--- src/rtl/fetch_stage.sv ---
// ---------------------------------------------------------------------------
// fetch_stage -- single-outstanding-request instruction fetch unit.
//
// Fetches one word at a time from instruction memory and hands the result to
// the IF/ID boundary through a one-entry valid/ready buffer. A redirect from
// EX either replaces the PC immediately (when no request is in flight) or is
// parked in redirect_pc with the squash flag set, so that the in-flight
// response is dropped when it finally arrives.
//
// Parameters:
//   RESET_PC        PC loaded while rst is low.
//
// Ports:
//   clk             sole clock, rising edge
//   rst             asynchronous active-low reset
//   redirect_valid  EX requests a PC change this cycle
//   pcmux_sel       target select: pc_plus4 (no redirect), alu_out, alu_mod2
//   alu_out         branch/jump target from EX
//   imem_read       instruction memory read request (FETCH only)
//   imem_address    word-aligned fetch address, stable until imem_resp
//   imem_resp       one-cycle read completion pulse
//   imem_rdata      instruction data, valid with imem_resp
//   if_valid        buffered instruction offered to IF/ID
//   if_pc           PC of offered instruction
//   if_instr        offered instruction
//   id_ready        IF/ID accepts the offer this cycle
//
// Optional build macro:
//   FETCH_STATS_EN  adds 32-bit wrapping counters stat_fetched,
//                   stat_squashed and stat_stall as extra outputs.
// ---------------------------------------------------------------------------
module fetch_stage #(
    parameter logic [31:0] RESET_PC = 32'h40000060
) (
    input  logic        clk,
    input  logic        rst,
    input  logic        redirect_valid,
    input  logic [1:0]  pcmux_sel,
    input  logic [31:0] alu_out,
    output logic        imem_read,
    output logic [31:0] imem_address,
    input  logic        imem_resp,
    input  logic [31:0] imem_rdata,
    output logic        if_valid,
    output logic [31:0] if_pc,
    output logic [31:0] if_instr,
    input  logic        id_ready
`ifdef FETCH_STATS_EN
    ,
    output logic [31:0] stat_fetched,
    output logic [31:0] stat_squashed,
    output logic [31:0] stat_stall
`endif
);

    // pcmux_sel_t encodings: pc_plus4 = 0, alu_out = 1, alu_mod2 = 2.
    // 2'b11 is unencoded and behaves like pc_plus4 (no redirect).
    typedef enum logic [1:0] {
        SEL_PC_PLUS4 = 2'b00,
        SEL_ALU_OUT  = 2'b01,
        SEL_ALU_MOD2 = 2'b10
    } pcmux_sel_t;

    typedef enum logic [1:0] {
        IDLE  = 2'b00,
        FETCH = 2'b01,
        HOLD  = 2'b10
    } state_t;

    state_t      state, state_next;
    logic [31:0] pc, pc_next;
    logic        squash, squash_next;
    logic [31:0] redirect_pc, redirect_pc_next;
    logic [31:0] if_pc_next, if_instr_next;

    logic        redirect;
    logic [31:0] target;

    // Only the two target-selecting encodings count as a real redirect.
    always_comb begin
        redirect = 1'b0;
        target   = alu_out;
        if (redirect_valid) begin
            if (pcmux_sel == SEL_ALU_OUT) begin
                redirect = 1'b1;
            end else if (pcmux_sel == SEL_ALU_MOD2) begin
                redirect = 1'b1;
                target   = {alu_out[31:1], 1'b0};
            end
        end
    end

    // The address is always derived from pc; pc only changes on a response
    // or outside FETCH, which keeps the request stable until imem_resp.
    assign imem_address = {pc[31:2], 2'b00};

    // NOTE: every signal written here gets a default first so no path leaves
    // one unassigned; otherwise synthesis infers a latch.
    always_comb begin
        state_next       = state;
        pc_next          = pc;
        squash_next      = squash;
        redirect_pc_next = redirect_pc;
        if_pc_next       = if_pc;
        if_instr_next    = if_instr;
        imem_read        = 1'b0;
        if_valid         = 1'b0;

        unique case (state)
            IDLE: begin
                state_next = FETCH;
            end

            FETCH: begin
                imem_read = 1'b1;
                if (imem_resp) begin
                    if (redirect) begin
                        // A live redirect beats any parked one; the
                        // response belongs to the wrong path either way.
                        pc_next     = target;
                        squash_next = 1'b0;
                    end else if (squash) begin
                        pc_next     = redirect_pc;
                        squash_next = 1'b0;
                    end else begin
                        if_pc_next    = pc;
                        if_instr_next = imem_rdata;
                        state_next    = HOLD;
                    end
                end else if (redirect) begin
                    // The request stays in flight; remember where to go once
                    // its response has been thrown away. Latest one wins.
                    redirect_pc_next = target;
                    squash_next      = 1'b1;
                end
            end

            HOLD: begin
                if_valid = 1'b1;
                if (redirect) begin
                    pc_next    = target;
                    state_next = FETCH;
                end else if (id_ready) begin
                    pc_next    = if_pc + 32'd4;
                    state_next = FETCH;
                end
            end

            default: begin
                state_next = IDLE;
            end
        endcase
    end

    // NOTE: sequential state uses non-blocking assignments so every register
    // samples the pre-edge value of every other register.
    // NOTE: all state, including the redirect_pc and output buffers, is reset
    // so nothing observable is X after reset.
    always_ff @(posedge clk or negedge rst) begin
        if (!rst) begin
            state       <= IDLE;
            pc          <= RESET_PC;
            squash      <= 1'b0;
            redirect_pc <= 32'h0;
            if_pc       <= 32'h0;
            if_instr    <= 32'h0;
        end else begin
            state       <= state_next;
            pc          <= pc_next;
            squash      <= squash_next;
            redirect_pc <= redirect_pc_next;
            if_pc       <= if_pc_next;
            if_instr    <= if_instr_next;
        end
    end

`ifdef FETCH_STATS_EN
    logic fetch_accept;
    logic resp_discard;
    logic hold_stall;

    // A redirect in HOLD drops the buffered word, so it is not an acceptance.
    assign fetch_accept = (state == HOLD) && id_ready && !redirect;
    assign resp_discard = (state == FETCH) && imem_resp && (redirect || squash);
    assign hold_stall   = (state == HOLD) && !id_ready;

    always_ff @(posedge clk or negedge rst) begin
        if (!rst) begin
            stat_fetched  <= 32'h0;
            stat_squashed <= 32'h0;
            stat_stall    <= 32'h0;
        end else begin
            if (fetch_accept) stat_fetched  <= stat_fetched + 32'd1;
            if (resp_discard) stat_squashed <= stat_squashed + 32'd1;
            if (hold_stall)   stat_stall    <= stat_stall + 32'd1;
        end
    end
`endif

endmodule

--- config.mk ---
export PLATFORM = sky130hd
export DESIGN_NAME = fetch_stage
export DESIGN_NICKNAME = d
export VERILOG_FILES = /design/src/rtl/fetch_stage.sv
export SDC_FILE = /design/constraint.sdc
export NUM_CORES = 1
export LEC_CHECK = 0
export ABC_AREA = 0
export CAP_MARGIN = 5
export CELL_PAD_IN_SITES_DETAIL_PLACEMENT = 0
export CELL_PAD_IN_SITES_GLOBAL_PLACEMENT = 1
export CORE_MARGIN = 3
export CORE_UTILIZATION = 42
export CTS_BUF_LIST = sky130_fd_sc_hd__clkbuf_4
export CTS_CLUSTER_DIAMETER = 80
export DETAILED_ROUTE_END_ITERATION = 16
export PLACE_DENSITY = 0.95
export SLEW_MARGIN = 5
export SYNTH_ARGS = -nofsm -noshare
export SYNTH_HDL_FRONTEND = slang
export SYNTH_SLANG_ARGS = --single-unit
--- constraint.sdc ---
create_clock -name clk -period 6.9 [get_ports clk]
set_clock_uncertainty 0.15 [all_clocks]
set_input_delay 2.07 -clock clk [delete_from_list [all_inputs] [get_ports clk]]
set_output_delay 2.07 -clock clk [all_outputs]
set_load 0.01 [all_outputs]
* Yosys cells after proc, flatten, opt, wreduce, memory -nomap -nowiden
Index checks and enable logic that the tools add are counted.
** Storage, ports and cells
- Flip-flop bits (word level) :: 131
- Output and inout port bits :: 98
- Word-level logic and storage cells :: 49
** Operators by class
- Add/subtract/negate cells :: 1
- Equality and inequality tests :: 9
- Multiplexer cells :: 22
- Bitwise gates (word level) :: 3
- Reductions and logical operators :: 8
** Operators by type and width (number)
- 32-bit two-way mux :: 5
- 32-bit case mux with 2 select lines :: 1
- 32-bit by 3-bit adder with 32-bit output, second input constant :: 1
- 4-bit AND reduction :: 3
- 1-bit two-way mux :: 10
- 2-bit two-way mux :: 5
- 2-bit != test, second input constant :: 3
- 3-bit != test, second input constant :: 2
- 2-bit case mux with 3 select lines :: 1
- 2-bit by 1-bit == test with 1-bit output, second input constant :: 2
- 2-bit == test, second input constant :: 2
- 2-bit nonzero test :: 2
- 1-bit NOT :: 3
- 3-bit AND reduction :: 1
- 2-bit logical NOT :: 1
- 2-bit AND reduction :: 1

* Logic depth before layout (Yosys ltp)
Gate-level depths: netlist (run 1).
- Depth in word-level cells :: 7
- Mapped depth :: 10
- Gate-level depth less buffers :: 7

* Worst setup path before layout (run 1)
No wires, ideal clock.
- Kind :: in2reg
- Start :: input pcmux_sel[0]
- End :: register if_instr[0]
- Arrival :: 3.895 ns
- Path slack :: 2.730 ns
- Stages on the path :: 8
- Path buffers :: 3
- Cells stage by stage :: inv_1 > ha_1 > nor2b_1 > clkbuf_1 > nor3_1 > clkbuf_1 > clkbuf_1 > mux2_2
** Between the ends
- Longest elaborated chain between the ends :: 6
- Elaborated cells between the ends (all ways) :: 7
- Those cells by class :: eq/ne: 2; mux: 3; bitwise: 1; reduce/logical: 1
** Ends and longest elaborated chain
- from (decl) :: line 38 : input logic [1:0] pcmux_sel,
- 2-bit == test :: line 86 : end else if (pcmux_sel == SEL_ALU_MOD2) begin
- 1-bit two-way mux :: line 86
- 1-bit two-way mux (*) :: line 84 : if (pcmux_sel == SEL_ALU_OUT) begin
- 1-bit two-way mux (*) :: line 83 : if (redirect_valid) begin
- 1-bit NOT (no source line) (*)
- 4-bit AND reduction (no source line) (*)
- to (signal assigned) :: line 173 : if_instr <= if_instr_next;
- to (decl) :: line 46 : output logic [31:0] if_instr,
Every way passes the cells marked *; elsewhere a longest branch is shown, timed or not.
A chain may end at the register's enable or synchronous reset.

* Worst setup path in the final report (run 1)
- Start :: input pcmux_sel[0]
- End :: register pc[22]
** Between the ends
- Longest elaborated chain between the ends :: 7
- Elaborated cells between the ends (all ways) :: 12
- Those cells by class :: eq/ne: 4; mux: 7; reduce/logical: 1
** Ends and longest elaborated chain
- 2-bit == test :: line 86
- 1-bit two-way mux :: line 86
- 1-bit two-way mux (*) :: line 84
- 1-bit two-way mux (*) :: line 83
- 32-bit two-way mux :: line 117 : if (redirect) begin
- 32-bit two-way mux :: line 116 : if (imem_resp) begin
- 32-bit case mux with 2 select lines :: line 109 : unique case (state)
- to (signal assigned) :: line 169 : pc <= pc_next;
- to (decl) :: line 71 : logic [31:0] pc, pc_next;
Every way passes the cells marked *; elsewhere a longest branch is shown, timed or not. The select of a mux whose other input is x is not followed.

==> results of run 1 <==
## power by group through the flow
stage                     clock [W]  sequential, W  combinational, W
after global routing       0.000661        0.00157           0.00174
after floorplan                   0        0.00150          0.000880
final                      0.000613        0.00151           0.00161
after CTS                  0.000632        0.00151           0.00163
after detailed placement          0        0.00152           0.00162
after global placement            0        0.00150           0.00157
## worst register-to-register path: cells and delay by family (launching register included)
kind            cells  cell delay (ns)
simple gates        4             1.90
compound gates      1             0.33
flops               1             0.50
## layer usage
layer | vias up | GRT usage, % | part of all wire [%]
met4 | 0 | 8.462 | 2.7
met3 | 35 | 6.559 | 7.9
met1 | 2473 | 26.58 | 41
met5 | - | 0 | 0
met2 | 209 | 33.57 | 49
li1 | 2282 | - | -
## flip-flops by register name, summed over array words and instances (netlist names)
register     flops
if_instr        32
if_pc           32
pc              32
redirect_pc     32
state            2
squash           1
## cells by family after synthesis
kind of cell	after synthesis	share of synthesized area, %
flip-flops	131	51.91
multiplexers	95	16.88
AND/OR/NAND/NOR	143	11.16
adder cells (fa/ha/maj)	3	0.5938
AO/OA/AOI/OAI	107	11.14
buffers and inverters	72	6.175
other	1	0.05931
XOR/XNOR	15	2.078
## worst min path at each step
stage / from / endpoint / slack, ns / cells after the start
final: pc[0] / pc[0] / 0.35 / 2
after global routing: pc[0] / pc[0] / 0.36 / 2
after CTS: pc[0] / pc[0] / 0.35 / 2
after detailed placement: pc[0] / pc[0] / 0.32 / 2
after global placement: pc[0] / pc[0] / 0.30 / 2
after floorplan: pc[0] / pc[0] / 0.28 / 2
## cells in the mapped netlist (6+ instances only)
cell type  instances
dfrtp_1          128
mux2_2            93
nand2_1           41
buf_4             32
nor2_1            32
clkbuf_1          30
a21oi_1           29
o21ai_0           26
nand3_1           14
a211oi_1          11
nand4_1            9
nor3_1             9
nor4_1             9
inv_1              8
xnor2_1            8
or3_1              7
xor2_1             7
a221oi_1           6
## metrics by stage
stage	util (%)	hold slack, ns
floorplan	-	0.2831
global placement	54.17	0.2967
detailed placement	54.17	0.3206
CTS	56.51	0.3502
global route	56.53	0.3603
finish	56.53	0.3500
## cell type report
type                       count  area, um^2  area share (%)
clock buffer                  21       157.7           1.904
timing repair buffer         174        1719           20.77
sequential                   131        3282           39.65
tap                          184       230.2           2.781
multi-input combinational    365        2671           32.27
antenna                        1       2.502         0.03023
clock inverter                11       185.2           2.237
inverter                       8       30.03          0.3628
==> results.json, run 1 <==
{
  "status": "completed",
  "initialDrtViolationCount": 267,
  "gr-total-overflow": 0,
  "worst-path-stages": 9,
  "fin_crit_sh_pct": 71.46,
  "clock_latency_ns": 0.54,
  "slowest_stage": "a21oi_1",
  "slew_headroom_pct": 23.91,
  "stdcell_count": 895,
  "worstMarginPinSlew_ns": 1.141,
  "setup_tns_ns": 0,
  "fin_crit_ns": 4.930,
  "max_freq_ghz": 0.2028,
  "grt_antenna_before_repair": 1,
  "antenna_left": 0,
  "place_area_um2": 7933,
  "crit_end": "pc[22]",
  "seq_area_frac_synth_pct": 51.91,
  "grt_pass1_wl_mm": 27.18,
  "cts_htree_levels": 4,
  "post-place-cells": 862,
  "reg2regPathDepth": 5,
  "dieHeight_um": 128.7,
  "cp_num_buf_inv": 3,
  "cts_root_buffer": "clkbuf_4",
  "seqPwrFrac_pct": 40.5,
  "drive_gt1_share_pct": 21.41,
  "initial_core_util_pct": 43.17,
  "io_pins": 169,
  "critical_path.top_delay_family": "compound AO/OA/AOI/OAI gates",
  "max_stage_delay_ns": 0.76,
  "layout_common_cells": "165 x clkdlybuf4s50_1, 128 x dfrtp_1, 93 x mux2_2",
  "hp-class": "register to register",
  "clockPowerShare_pct": 16.4,
  "rsz0062_at_grt": "no",
  "ctsHoldBuffers": 0,
  "port_buffers": 166,
  "syn_avg_cell_area_um2": 11.15,
  "yosys_warnings": 0,
  "area_delta_synth_final_pct": 30.93,
  "track_usage_pct": 20.98,
  "cts_made_buffers": 17,
  "startpoint": "pcmux_sel[0]",
  "combinationalPowerShare_pct": 43.1,
  "dieArea_um2": 16560,
  "path_max_fanout": 18,
  "drv_slew": 0,
  "cts_resized": 0,
  "synth_top_area_share_pct": 50.66,
  "cts_setup_buffers": 0,
  "via_per_inst": 5.585,
  "preCtsSetupSlack_ns": 1.436,
  "async_reset_ff_share_pct": 100.0,
  "leakagePower_nw": 3.268,
  "ys_seq_elements": 131,
  "netSwitchingFraction_pct": 34.62,
  "internal_power_w": 0.002439,
  "fillers": 1274,
  "reg2reg_to": "pc[28]",
  "cts.sinks": 131,
  "startpoint_type": "primary input",
  "synth_top_cell_by_area": "dfrtp_1",
  "vias": 4999,
  "r2r_start": "if_pc[5]",
  "wl_per_cell_um": 18.75,
  "grt_max_degree": 91,
  "setup_viol": 0,
  "routabilityCongestion": 0.9343,
  "powerDensity_nw_per_um2": 450.7,
  "dp_hpwl_mm": 12.10,
  "stdcell_area_um2": 8278,
  "synthesis.instances": 567,
  "wl_mm": 16.78,
  "synth-main-ff-cell": "dfrtp_1",
  "cts_tree": "built",
  "crit_chain": "clkdlybuf4s50_1 -> inv_1 -> ha_1 -> nand2b_1 -> a21oi_1 -> o21bai_1 -> buf_4 -> o21ai_0 -> o221a_2",
  "arrival_ns": 5.21,
  "cap_violations": 0,
  "nets": 771,
  "synth_area_um2": 6322,
  "core_area_um2": 14640,
  "grt_pass1_vias": 5200,
  "worst-setup-path-type": "primary input to register",
  "hold_violations": 0,
  "synth_area_leaders": "dfrtp_1 51%, mux2_2 17%, buf_4 3.8%",
  "dieWidth_um": 128.7,
  "synth-edff-count": 0,
  "fin_total_pwr_w": 0.003731,
  "p_switching_w": 0.001292,
  "final_common_cell": "clkdlybuf4s50_1",
  "clkTransAtPathRegs_ns": 0.11,
  "clock_path_buffers": 2,
  "fp-row-count": 44,
  "drcViolationCount": 0,
  "end_kind": "register",
  "setup_slack_ns": 1.970,
  "synth.distinct_cells": 53,
  "crit_required_ns": 7.18,
  "regToRegSetupSlack_ns": 3.94,
  "ir_worst_vdd_v": 0.0001901,
  "dr.pass1.iters": 4
}
No activity file was read; power rests on OpenSTA's default activity.
==> inputs of run 2 (changes only) <==
Settings changed: CORE_UTILIZATION 42 to 35, PLACE_DENSITY 0.95 to 0.88.
Clock period 6.9 ns to 4.45 ns, I/O delays scaled along.
==> results.json, run 2 (synthesized netlist as in run 1, its figures left out) <==
{
  "status": "completed",
  "startpoint_type": "primary input",
  "dr.pass1.iters": 5,
  "cts_tree": "built",
  "wl_met1_mm": 7.444,
  "drcViolationCount": 0,
  "end_kind": "register",
  "gr-total-overflow": 0,
  "met2_length_mm": 8.341,
  "top_layer": "met4",
  "slowest_stage": "a21oi_1",
  "grt_pass1_vias": 5255,
  "area_delta_synth_final_pct": 31.33,
  "setup_slack_ns": 0.7123,
  "fin_crit_sh_pct": 83.99,
  "routabilityCongestion": 0.8989,
  "cts_made_buffers": 17,
  "grt_pass1_wl_mm": 28.20,
  "core_area_um2": 17480,
  "cts_resized": 0,
  "wl_met3_mm": 1.236,
  "cts.sinks": 131,
  "drv_slew": 0,
  "grt_max_degree": 100,
  "dp_hpwl_mm": 12.55,
  "initialDrtViolationCount": 321,
  "wl_mm": 17.34,
  "ir_worst_vdd_v": 0.0002843,
  "clkTransAtPathRegs_ns": 0.12,
  "cts_setup_buffers": 0,
  "slew_headroom_pct": 38.02,
  "setup_viol": 0,
  "crit_required_ns": 4.72,
  "setup_tns_ns": 0,
  "clock_latency_ns": 0.54,
  "cap_violations": 0,
  "worst-setup-path-type": "primary input to register",
  "wl_per_cell_um": 18.44,
  "arrival_ns": 4.01,
  "max_stage_delay_ns": 0.62,
  "vias": 5014,
  "drive_gt1_share_pct": 21.57,
  "antenna_left": 0,
  "cp_num_buf_inv": 2,
  "rsz0062_at_grt": "no",
  "port_buffers": 166,
  "dieWidth_um": 140.4,
  "dieHeight_um": 140.4,
  "max_freq_ghz": 0.2675,
  "leakagePower_nw": 3.243,
  "powerDensity_nw_per_um2": 678.3,
  "initial_core_util_pct": 36.18,
  "track_usage_pct": 17.92,
  "via_per_inst": 5.334,
  "dieArea_um2": 19710,
  "ctsHoldBuffers": 0,
  "preCtsSetupSlack_ns": 0.1709,
  "clock_path_buffers": 2,
  "io_pins": 169,
  "hp-class": "register to register",
  "cts_htree_levels": 4,
  "cts_root_buffer": "clkbuf_4",
  "fin_crit_ns": 3.738,
  "final_common_cell": "clkdlybuf4s50_1",
  "path_max_fanout": 31,
  "fp-row-count": 48,
  "critical_path.top_delay_family": "compound AO/OA/AOI/OAI gates",
  "worstMarginPinSlew_ns": 0.9296,
  "grt_antenna_before_repair": 1,
  "nets": 775,
  "layout_common_cells": "165 x clkdlybuf4s50_1, 128 x dfrtp_1, 93 x mux2_2",
  "hold_violations": 0,
  "crit_chain": "clkdlybuf4s50_1 -> inv_1 -> ha_1 -> nand2b_1 -> a21oi_1 -> o21ba_2 -> a221oi_1 -> o21ai_0"
}
==> run 2: cell count changes in the layout (fill, tap and decap cells not counted), sizes merged <==
cell | previous run | this run
clkinvlp | 2 | 5
clkbuf | 21 | 17
bufinv | 5 | 2
clkinv | 4 | 8
buf | 9 | 13
==> run 2: area by class of cell <==
cell class / count / area, um^2
Tap cell: 225 / 281.5
Timing Repair Buffer: 178 / 1765
Sequential cell: 131 / 3282
Fill cell: 1594 / 9174
Inverter: 8 / 30.03
Clock buffer: 17 / 127.6
Antenna cell: 1 / 2.502
Clock inverter: 15 / 142.6
Multi-Input combinational cell: 365 / 2671
==> run 2: through the flow <==
| stage | hold WS [ns] | instance area, um^2 | total power (W) | utilization (%) | cells |
|---|---|---|---|---|---|
| after global placement | 0.3014 | 8030 | 0.004782 | 45.95 | 907 |
| final | 0.3542 | 8303 | 0.005632 | 47.51 | 940 |
| after floorplan | 0.2831 | 6326 | 0.003687 | - | 568 |
| after global routing | 0.3756 | 8303 | 0.006023 | 47.51 | 940 |
| after detailed placement | 0.3343 | 8030 | 0.004892 | 45.95 | 907 |
| after CTS | 0.3579 | 8300 | 0.005692 | 47.49 | 939 |
==> run 2: tightest hold or removal path, delay by kind of cell (launching register included) <==
kind | cells | cell delay, ns
AOI/OAI and AO/OA | 1 | 0.07
DFF | 1 | 0.40
and+or+nand+nor | 1 | 0.04
==> run 2: where the power goes <==
| part | leakage [nW] | switching (W) | internal, W |
|---|---|---|---|
| Sequential | 1.57 | 0.000540 | 0.00179 |
| Clock | 0.134 | 0.000456 | 0.000325 |
| Combinational | 1.54 | 0.00104 | 0.00148 |
| Total | 3.24 | 0.00204 | 0.00360 |
==> run 2: path summary, 6_finish.rpt <==
check / startpoint / endpoint / slack, ns / cells after the start
setup reg to reg: if_pc[5] / pc[28] / 1.48 / 5
max in group asynchronous: rst / if_instr[12] / 2.56 / 2
min in group asynchronous: rst / if_pc[5] / 0.72 / 1
hold reg to reg: pc[6] / pc[6] / 0.35 / 2
setup / recovery: pcmux_sel[0] / pc[14] / 0.71 / 8
hold / removal: pc[6] / pc[6] / 0.35 / 2
==> run 2: per-layer routing <==
metal / global-route usage [%] / up-vias
met5: 0 / -
met4: 6.731 / 0
met3: 5.428 / 25
met2: 28.38 / 198
met1: 23.21 / 2497
li1: - / 2294
==> inputs of run 3 (changes only) <==
Settings changed: CORE_UTILIZATION 35 to 39, PLACE_DENSITY 0.88 to 0.93.
Clock period 4.45 ns to 3.9 ns, I/O delays scaled along.
==> results.json, run 3 (synthesized netlist as in run 1, its figures left out) <==
{
  "wl_per_cell_um": 18.46,
  "stdcell_area_um2": 8347,
  "powerDensity_nw_per_um2": 773.1,
  "place_area_um2": 8087,
  "drive_gt1_share_pct": 21.94,
  "max_freq_ghz": 0.3115,
  "track_usage_pct": 19.76,
  "arrival_ns": 3.49,
  "initial_core_util_pct": 40.68,
  "cts_tree": "built",
  "grt_pass1_wl_mm": 28.08,
  "routabilityCongestion": 0.8461,
  "clock_path_buffers": 2,
  "hp-class": "register to register",
  "leakagePower_nw": 3.292,
  "io_pins": 169,
  "path_max_fanout": 22,
  "slew_headroom_pct": 44.85,
  "setup_tns_ns": 0,
  "worstMarginPinSlew_ns": 0.8198,
  "cts_setup_buffers": 0,
  "clock_latency_ns": 0.56,
  "stdcell_count": 932,
  "hold_violations": 0,
  "initialDrtViolationCount": 356,
  "crit_required_ns": 4.18,
  "met3_usage_pct": 6.156,
  "setup_viol": 0,
  "status": "completed",
  "dieHeight_um": 133.3,
  "fp-row-count": 45,
  "dr.pass1.iters": 5,
  "drcViolationCount": 0,
  "clockPowerShare_pct": 13.8,
  "combinationalPowerShare_pct": 44.8,
  "grt_util_met2_pct": 31.80,
  "via_per_inst": 5.422,
  "area_delta_synth_final_pct": 32.02,
  "fin_crit_ns": 3.211,
  "cts_htree_levels": 4,
  "wl_mm": 17.20,
  "fin_crit_sh_pct": 82.32,
  "ctsHoldBuffers": 0,
  "core_area_um2": 15540,
  "port_buffers": 166,
  "dieArea_um2": 17770,
  "fin_total_pwr_w": 0.006453,
  "ir_worst_vdd_v": 0.0003465,
  "gr-total-overflow": 0,
  "cap_violations": 0,
  "p_switching_w": 0.002293,
  "nets": 782,
  "layout_common_cells": "165 x clkdlybuf4s50_1, 128 x dfrtp_1, 93 x mux2_2",
  "rsz0062_at_grt": "no",
  "end_kind": "register",
  "grt_max_degree": 56,
  "fillers": 1370,
  "internal_power_w": 0.004160,
  "vias": 5053,
  "cts_root_buffer": "clkbuf_4",
  "dp_hpwl_mm": 12.45,
  "final_common_cell": "clkdlybuf4s50_1",
  "grt_antenna_before_repair": 1,
  "drv_slew": 0,
  "antenna_left": 0,
  "worst-setup-path-type": "primary input to register",
  "clkTransAtPathRegs_ns": 0.10,
  "cts.sinks": 131,
  "grt_pass1_vias": 5171,
  "netSwitchingFraction_pct": 35.53,
  "startpoint_type": "primary input",
  "dieWidth_um": 133.3,
  "seqPwrFrac_pct": 41.4,
  "cts_resized": 0,
  "cts_made_buffers": 17,
  "top_usage_layer": "met2",
  "post-place-cells": 900,
  "grtUsageMet1_pct": 25.27
}
run 3: cell types whose count changed in the layout (fill, tap and decap cells not counted):
cell | before | now
buf_12 | 1 | 3
clkinv_2 | 4 | 2
buf_4 | 11 | 17
clkbuf_4 | 17 | 22
clkinvlp_4 | 5 | 1
clkinv_1 | 2 | 4
buf_6 | 1 | 0
clkinv_4 | 2 | 0
run 3: power groups by stage:
| stage | Sequential, W | Combinational, W | Clock [W] |
|---|---|---|---|
| 2_1_floorplan | 0.00265 | 0.00156 | 0 |
| 4_1_cts | 0.00267 | 0.00293 | 0.000907 |
| 3_5_place_dp | 0.00268 | 0.00292 | 0 |
| 3_3_place_gp | 0.00264 | 0.00284 | 0 |
| 6_report | 0.00267 | 0.00289 | 0.000890 |
| 5_1_grt | 0.00278 | 0.00314 | 0.000971 |
run 3: cell type report:
class	count	area (um^2)	share of cell area [%]
Sequential cell	131	3282	39.32
Timing Repair Buffer	185	1839	22.04
Tap cell	211	264.0	3.163
Antenna cell	1	2.502	0.02998
Multi-Input combinational cell	365	2671	32.00
Clock buffer	22	165.2	1.979
Inverter	8	30.03	0.3598
Clock inverter	9	92.59	1.109
run 3: final timing paths:
path / startpoint / endpoint / slack (ns) / cells past startpoint
hold / removal: pc[0] / pc[0] / 0.34 / 2
setup reg to reg: if_pc[20] / pc[28] / 1.16 / 5
min in group asynchronous: rst / if_pc[5] / 0.46 / 1
setup / recovery: pcmux_sel[0] / pc[25] / 0.69 / 8
max in group asynchronous: rst / pc[30] / 2.23 / 2
hold reg to reg: pc[0] / pc[0] / 0.34 / 2
run 3: metal layers:
metal	routed length, um	up-vias	part of all wire, %
li1	-	2311	-
met5	0	-	0
met4	389	0	2.3
met3	1156	35	6.7
met2	8550	218	50
met1	7106	2489	41
run 3: critical path, cell delays in order:
cell             delay [ns]
clkdlybuf4s50_1        0.48
inv_1                  0.05
ha_1                   0.35
nand2b_1               0.19
a21oi_1                0.40
o21ba_2                0.41
a221oi_1               0.32
o22ai_1                0.13
run 3: through the flow:
step / utilization (%) / hold WS [ns] / worst slack [ns]
3_5_place_dp: 52.04 / 0.3107 / 0.1015
5_1_grt: 53.71 / 0.3806 / 0.5245
2_1_floorplan: - / 0.2831 / 0.6303
4_1_cts: 53.70 / 0.3411 / 0.6986
6_report: 53.71 / 0.3361 / 0.6893
3_3_place_gp: 52.04 / 0.3055 / 0.1772
